`src/rtl/l2_request_scheduler.sv`:
```
// Round-robin L2 request scheduler: grants one port, issues its registered memory request
// and streams its write beats. Optional AMO port lock is enabled with L2_SCHEDULER_AMO_LOCK_EN.
module l2_request_scheduler #(
    parameter int NUM_PORTS = 2,
    parameter int SUB_ID_W  = 2
) (
    input  logic                                     clk,
    input  logic                                     rst_n,
    input  logic [NUM_PORTS-1:0]                     req_valid,
    output logic [NUM_PORTS-1:0]                     req_ready,
    input  logic [NUM_PORTS*(41+SUB_ID_W)-1:0]       req,
    input  logic [NUM_PORTS*32-1:0]                  wr_data,
    input  logic [NUM_PORTS-1:0]                     wr_data_valid,
    output logic [NUM_PORTS-1:0]                     wr_data_ready,
    output logic [41+$clog2(NUM_PORTS)+SUB_ID_W-1:0] mem_req,
    output logic                                     mem_req_valid,
    input  logic                                     mem_req_ready,
    output logic [31:0]                              mem_wr_data,
    output logic                                     mem_wr_data_valid,
    input  logic                                     mem_wr_data_ready,
    output logic                                     attr_push,
    output logic [$clog2(NUM_PORTS)+5:0]             attr,
    input  logic                                     attr_full,
    input  logic                                     amo_done
);
    localparam int IDX_W   = $clog2(NUM_PORTS);
    localparam int REQ_W   = 41 + SUB_ID_W;
    localparam int BSZ_LSB = SUB_ID_W;
    localparam int AMO_BIT = SUB_ID_W + 5;
    localparam int RNW_BIT = SUB_ID_W + 6;

    typedef enum logic [1:0] {IDLE, ISSUE, WDATA} state_t;

    state_t               state;
    state_t               state_next;
    logic [IDX_W-1:0]     rr_ptr;
    logic [IDX_W-1:0]     gnt_port;
    logic [IDX_W-1:0]     scan_idx;
    logic [IDX_W-1:0]     cur_port;
    logic                 cur_write;
    logic [4:0]           cur_beats;
    logic [4:0]           beat_cnt;
    logic [NUM_PORTS-1:0] eligible;
    logic [NUM_PORTS-1:0] port_allowed;
    logic                 gnt_valid;
    logic                 grant;
    logic [REQ_W-1:0]     sel_req;
    logic                 sel_rnw;
    logic                 sel_amo;
    logic [4:0]           sel_bsz;
    logic [31:0]          cur_wdata;
    logic                 cur_wvalid;
    logic                 wr_hs;

`ifdef L2_SCHEDULER_AMO_LOCK_EN
    logic             lock;
    logic [IDX_W-1:0] lock_port;

    // A new AMO grant wins over a coincident amo_done so the lock stays set.
    always_ff @(posedge clk or negedge rst_n) begin
        if (!rst_n) begin
            lock      <= 1'b0;
            lock_port <= '0;
        end else if (grant && sel_amo) begin
            lock      <= 1'b1;
            lock_port <= gnt_port;
        end else if (amo_done) begin
            lock      <= 1'b0;
        end
    end

    always_comb begin
        port_allowed = '0;
        for (int p = 0; p < NUM_PORTS; p++)
            port_allowed[p] = !lock || (lock_port == IDX_W'(p));
    end
`else
    logic unused_amo_done;
    assign unused_amo_done = amo_done;
    assign port_allowed    = '1;
`endif

    // Reads need room in the attribute FIFO before they may be granted.
    always_comb begin
        eligible = '0;
        for (int p = 0; p < NUM_PORTS; p++)
            eligible[p] = req_valid[p] && port_allowed[p] && !(req[p*REQ_W + RNW_BIT] && attr_full);
    end

    always_comb begin
        gnt_valid = 1'b0;
        gnt_port  = '0;
        scan_idx  = '0;
        for (int i = 0; i < NUM_PORTS; i++) begin
            scan_idx = IDX_W'((int'(rr_ptr) + i) % NUM_PORTS);
            if (!gnt_valid && eligible[scan_idx]) begin
                gnt_valid = 1'b1;
                gnt_port  = scan_idx;
            end
        end
    end

    always_comb begin
        sel_req    = '0;
        cur_wdata  = '0;
        cur_wvalid = 1'b0;
        for (int p = 0; p < NUM_PORTS; p++) begin
            if (gnt_port == IDX_W'(p))
                sel_req = req[p*REQ_W +: REQ_W];
            if (cur_port == IDX_W'(p)) begin
                cur_wdata  = wr_data[p*32 +: 32];
                cur_wvalid = wr_data_valid[p];
            end
        end
    end

    assign sel_rnw = sel_req[RNW_BIT];
    assign sel_amo = sel_req[AMO_BIT];
    assign sel_bsz = sel_req[BSZ_LSB +: 5];
    assign wr_hs   = (state == WDATA) && cur_wvalid && mem_wr_data_ready;

    always_ff @(posedge clk or negedge rst_n) begin
        if (!rst_n)
            state <= IDLE;
        else
            state <= state_next;
    end

    // Grant-cycle outputs are gated by rst_n so they drop the instant reset asserts.
    always_comb begin
        state_next        = state;
        grant             = 1'b0;
        req_ready         = '0;
        attr_push         = 1'b0;
        attr              = '0;
        wr_data_ready     = '0;
        mem_wr_data       = '0;
        mem_wr_data_valid = 1'b0;
        unique case (state)
            IDLE: begin
                if (gnt_valid) begin
                    grant      = 1'b1;
                    state_next = ISSUE;
                end
            end
            ISSUE: begin
                if (mem_req_ready)
                    state_next = cur_write ? WDATA : IDLE;
            end
            WDATA: begin
                mem_wr_data       = cur_wdata;
                mem_wr_data_valid = cur_wvalid;
                for (int p = 0; p < NUM_PORTS; p++)
                    wr_data_ready[p] = (cur_port == IDX_W'(p)) && mem_wr_data_ready;
                if (wr_hs && beat_cnt == 5'd0)
                    state_next = IDLE;
            end
            default: state_next = IDLE;
        endcase
        if (grant && rst_n) begin
            req_ready[gnt_port] = 1'b1;
            if (sel_rnw) begin
                attr_push = 1'b1;
                attr      = {gnt_port, (sel_amo ? 5'd0 : sel_bsz), 1'b0};
            end
        end
    end

    always_ff @(posedge clk or negedge rst_n) begin
        if (!rst_n) begin
            rr_ptr        <= '0;
            cur_port      <= '0;
            cur_write     <= 1'b0;
            cur_beats     <= '0;
            beat_cnt      <= '0;
            mem_req       <= '0;
            mem_req_valid <= 1'b0;
        end else begin
            if (grant) begin
                rr_ptr        <= (gnt_port == IDX_W'(NUM_PORTS - 1)) ? '0 : gnt_port + 1'b1;
                cur_port      <= gnt_port;
                cur_write     <= !sel_rnw;
                cur_beats     <= sel_amo ? 5'd0 : sel_bsz;
                mem_req       <= {sel_req[REQ_W-1:SUB_ID_W], gnt_port, sel_req[SUB_ID_W-1:0]};
                mem_req_valid <= 1'b1;
            end
            if (state == ISSUE && mem_req_ready) begin
                mem_req_valid <= 1'b0;
                beat_cnt      <= cur_beats;
            end
            if (wr_hs && beat_cnt != 5'd0)
                beat_cnt <= beat_cnt - 5'd1;
        end
    end
endmodule

```
`config.mk`:
```
export PLATFORM = sky130hd
export DESIGN_NAME = l2_request_scheduler
export DESIGN_NICKNAME = d
export VERILOG_FILES = /design/src/rtl/l2_request_scheduler.sv
export SDC_FILE = /design/constraint.sdc
export NUM_CORES = 1
export LEC_CHECK = 0
export ABC_AREA = 1
export CAP_MARGIN = 20
export CORE_ASPECT_RATIO = 1.25
export CORE_UTILIZATION = 31
export DETAILED_ROUTE_END_ITERATION = 12
export GPL_ROUTABILITY_DRIVEN = 0
export PLACE_DENSITY = 0.89
export SYNTH_ARGS = -nofsm -noshare
export SYNTH_HDL_FRONTEND = slang
export SYNTH_SLANG_ARGS = --single-unit
```
`constraint.sdc`:
```
create_clock -name clk -period 1.35 [get_ports clk]
set_clock_uncertainty 0.05 [all_clocks]
set_input_delay 0.27 -clock clk [delete_from_list [all_inputs] [get_ports clk]]
set_output_delay 0.27 -clock clk [all_outputs]
set_load 0.05 [all_outputs]
```
==> qor.txt, run 1 <==
Status = complete, but fails checks
Failing checks = negative setup slack
CTS Buf Count = 9
Critical Path Max Stage Delay = 400 ps
Unique masters post-synth = 30
Mux share of post-synthesis cell area = 0
Syn Inst Count = 474
Hold WC Path Type = input pin to async pin
DR iter-0 viols = 773
Worst Reg-to-Reg Cells = 10
FP Rows = 41
Tot GR Track Use = 0.412
Worst R2R End = mem_req[19]
Mapped Nets = 635
Clk pin slew, worst setup/hold paths = 60 ps
Fmax = 0.445 GHz
Ys Warns = 0
Worst setup SP type = flop
Fin worst setup slack = -895 ps
Largest delay share family, worst path = simple AND/OR/NAND/NOR gates
Synth Area in Simple Gates = 0.396
Netlist Area Pre-Place = 3320 um^2
Worst-Skew Late Latency = 330 ps
VDD IR max = 0.00172 V
Avg Cell Area, Syn = 7.01 um^2
Vias = 5690
Bufs and invs on worst path = 3
FF+latch count, synth = 59
Crit path DAT = 1920 ps
Pleak = 0.00418 uW
Worst setup path end = attr[5]
# DRC = 0
P&R area growth vs syn = 171%
Initial antenna violation count = 3
Crit-path slowest cell = dfrtp_1
Worst path cell trace = inv_2 > nand3_4 > nand2_4 > buf_12 > nand2_1 > nand2_2 > nand3_4 > nor2_4 > buf_12
Adder-cell area share of the yosys netlist = 0.00377
Vias in the first global route = 5764
IO Port Bufs = 247
Cell area power density = 2370 nW/um^2
Crit-path max FO = 6
Post-DRT Antenna Nets = 0
CTS tree = built
Data required time at the worst endpoint = 1030 ps
Reg2Reg Setup Slack = -600 ps
Initial Utilization = 0.324
CTS sink cnt = 59
Final hold violations = 0
Max Cap Viol = 0
Largest net degree at the start of global routing = 50
H-tree depth = 3
DRT Wirelength = 27200 um
Root buffer cell = clkbuf_16
Max Root-Sink Buffers = 2
CP Class = flop to output pin
First-pass DRT Iterations = 6
Die X = 94.6 um
Placed cell area = 7210 um^2
First-pass GRT wire length = 33600 um
Fin area = 9000 um^2
Levels on crit path = 9
Compound-cell area share of the yosys netlist = 0.0787
Total die area = 11100 um^2
Max-slew violations = 0
Total grt overflow = 0
Via density = 6.12
RSZ-0062 raised after global routing = true
Fin crit period = 2240 ps
Worst Setup SP = rr_ptr
Reg2Reg Launch Point = state[1]
HPWL Detailed = 12300 um
Critical path endpoint category = output pin
Total core area = 10300 um^2
Largest family of logic cells by synthesized area = simple AND/OR/NAND/NOR gates
Layout cells sized above 1 = 0.453
Final cycle utilization of the critical path = 1.66
Wire per inst = 29.3 um
Final #Nets = 955
Post-layout util = 0.878
Ports = 250
Synth Area in XOR/XNOR = 0.00264
Sequential share of the synthesized area = 0.444
Die height = 118 um
Final number of setup-violating endpoints = 104
TNS Setup = -50520 ps
-- worst register-to-register path, stage by stage, from the launching register on --
cell and delay (ps):
dfrtp_1 450, nor2_4 200, nand2_8 110, buf_6 150
buf_6 120, buf_8 130, nor2_4 170, buf_6 170
buf_16 160, nand2_4 60, nand3_2 100
-- state kept, by name (all words and copies together) (netlist names) --
name,cells
mem_req,44
state,2
cur_write,1
rr_ptr,1
beat_cnt,5
cur_beats,5
mem_req_valid,1
-- layout by cell type (no fill, tap or decap), drive strengths merged, types with 2 or more instances in the layout --
master	Yosys	final
a21oi	35	35
a31oi	5	5
buf	14	172
clkbuf	12	19
clkdlybuf4s50	0	152
dfrtp	59	59
diode	0	4
dlygate4sd2	0	2
inv	20	20
nand2	233	233
nand3	58	58
nor2	19	20
nor3	4	4
o21ai	8	8
-- cells by family (layout without fill, tap and decap cells) --
group                    after synthesis  after routing
AO/OA/AOI/OAI                         48             48
XOR/XNOR                               1              1
adder cells (fa/ha/maj)                1              1
buffers and inverters                 47            369
flip-flops                            59             59
other                                  1              5
AND/OR/NAND/NOR                      317            318
-- synth_stat cells --
library cell	number	area, um^2
nand2_1	231	867
nand3b_1	1	7.51
nor2_8	1	20.0
buf_1	1	3.75
nor2_1	15	56.3
nor2_2	3	18.8
nand2_2	1	6.26
buf_4	2	15.0
o21ai_0	6	30.0
inv_2	4	15.0
buf_2	4	20.0
inv_4	1	6.26
a31oi_1	5	31.3
a21oi_1	35	175
clkinv_2	1	5.00
conb_1	1	3.75
or2_1	1	6.26
clkbuf_1	12	45.0
nand2_4	1	11.3
buf_6	7	78.8
nand4_1	1	6.26
nor3_1	4	20.0
ha_1	1	12.5
o21ai_2	1	8.76
o21ai_4	1	16.3
inv_1	15	56.3
xnor2_1	1	8.76
nand3_1	57	285
dfrtp_1	59	1480
nand3_2	1	10.0
-- timing repair --
action	in CTS	in global routing
endpoints found under the setup margin	104	120
endpoints found under the hold margin	17	0
pin swaps	18	12
resized for setup	192	77
hold buffers	2	0
cloned	10	9
buffers inserted	22	12
-- power by group --
group / internal [uW] / switching, uW
sequential: 2640 / 1230
clock: 1230 / 875
combinational: 6730 / 8660
-- worst min-delay path by stage --
stage	startpoint	endpoint	slack, ps	cells after the start
final	rst_n	mem_req[33]	30	2
after global routing	rst_n	mem_req[33]	20	2
after CTS	rst_n	mem_req[15]	1	2
after detailed placement	rst_n	mem_req[40]	320	2
after global placement	rst_n	mem_req[40]	310	2
after floorplan	rst_n	beat_cnt[0]	-80	0
-- layout make-up --
cell class / instances / area [um^2]
inverters: 21 / 118
multi-input cells: 369 / 2760
fillers: 405 / 1260
flip-flops and latches: 59 / 1480
well taps: 129 / 161
diodes: 4 / 10.0
repair buffers: 333 / 4230
repair inverters: 1 / 6.26
clock buffers: 14 / 244
-- per-layer routing --
| metal | routed length, um | global-route usage | up-vias | part of all wire |
|---|---|---|---|---|
| li1 | - | - | 2158 | - |
| met1 | 8040 | 0.408 | 2622 | 0.30 |
| met2 | 12600 | 0.688 | 644 | 0.46 |
| met3 | 3670 | 0.156 | 266 | 0.13 |
| met4 | 2880 | 0.291 | 0 | 0.11 |
| met5 | 0 | 0 | - | 0 |
-- through the flow --
step	setup slack, ps	cells	total power (uW)	hold WS [ps]
6_report	-895	930	21400	25.0
5_1_grt	-919	929	21700	15.5
4_1_cts	-704	915	19100	1.02
2_1_floorplan	-366	474	9600	-75.6
3_3_place_gp	-746	867	14400	308
3_5_place_dp	-826	867	14800	317
(Power assumes the default switching activity.)
==> run 2, diff against run 1 <==
- CTS_CLUSTER_DIAMETER: default -> 40
==> results of run 2 <==
The final DEF is identical to that of run 1; final timing and power are the same.
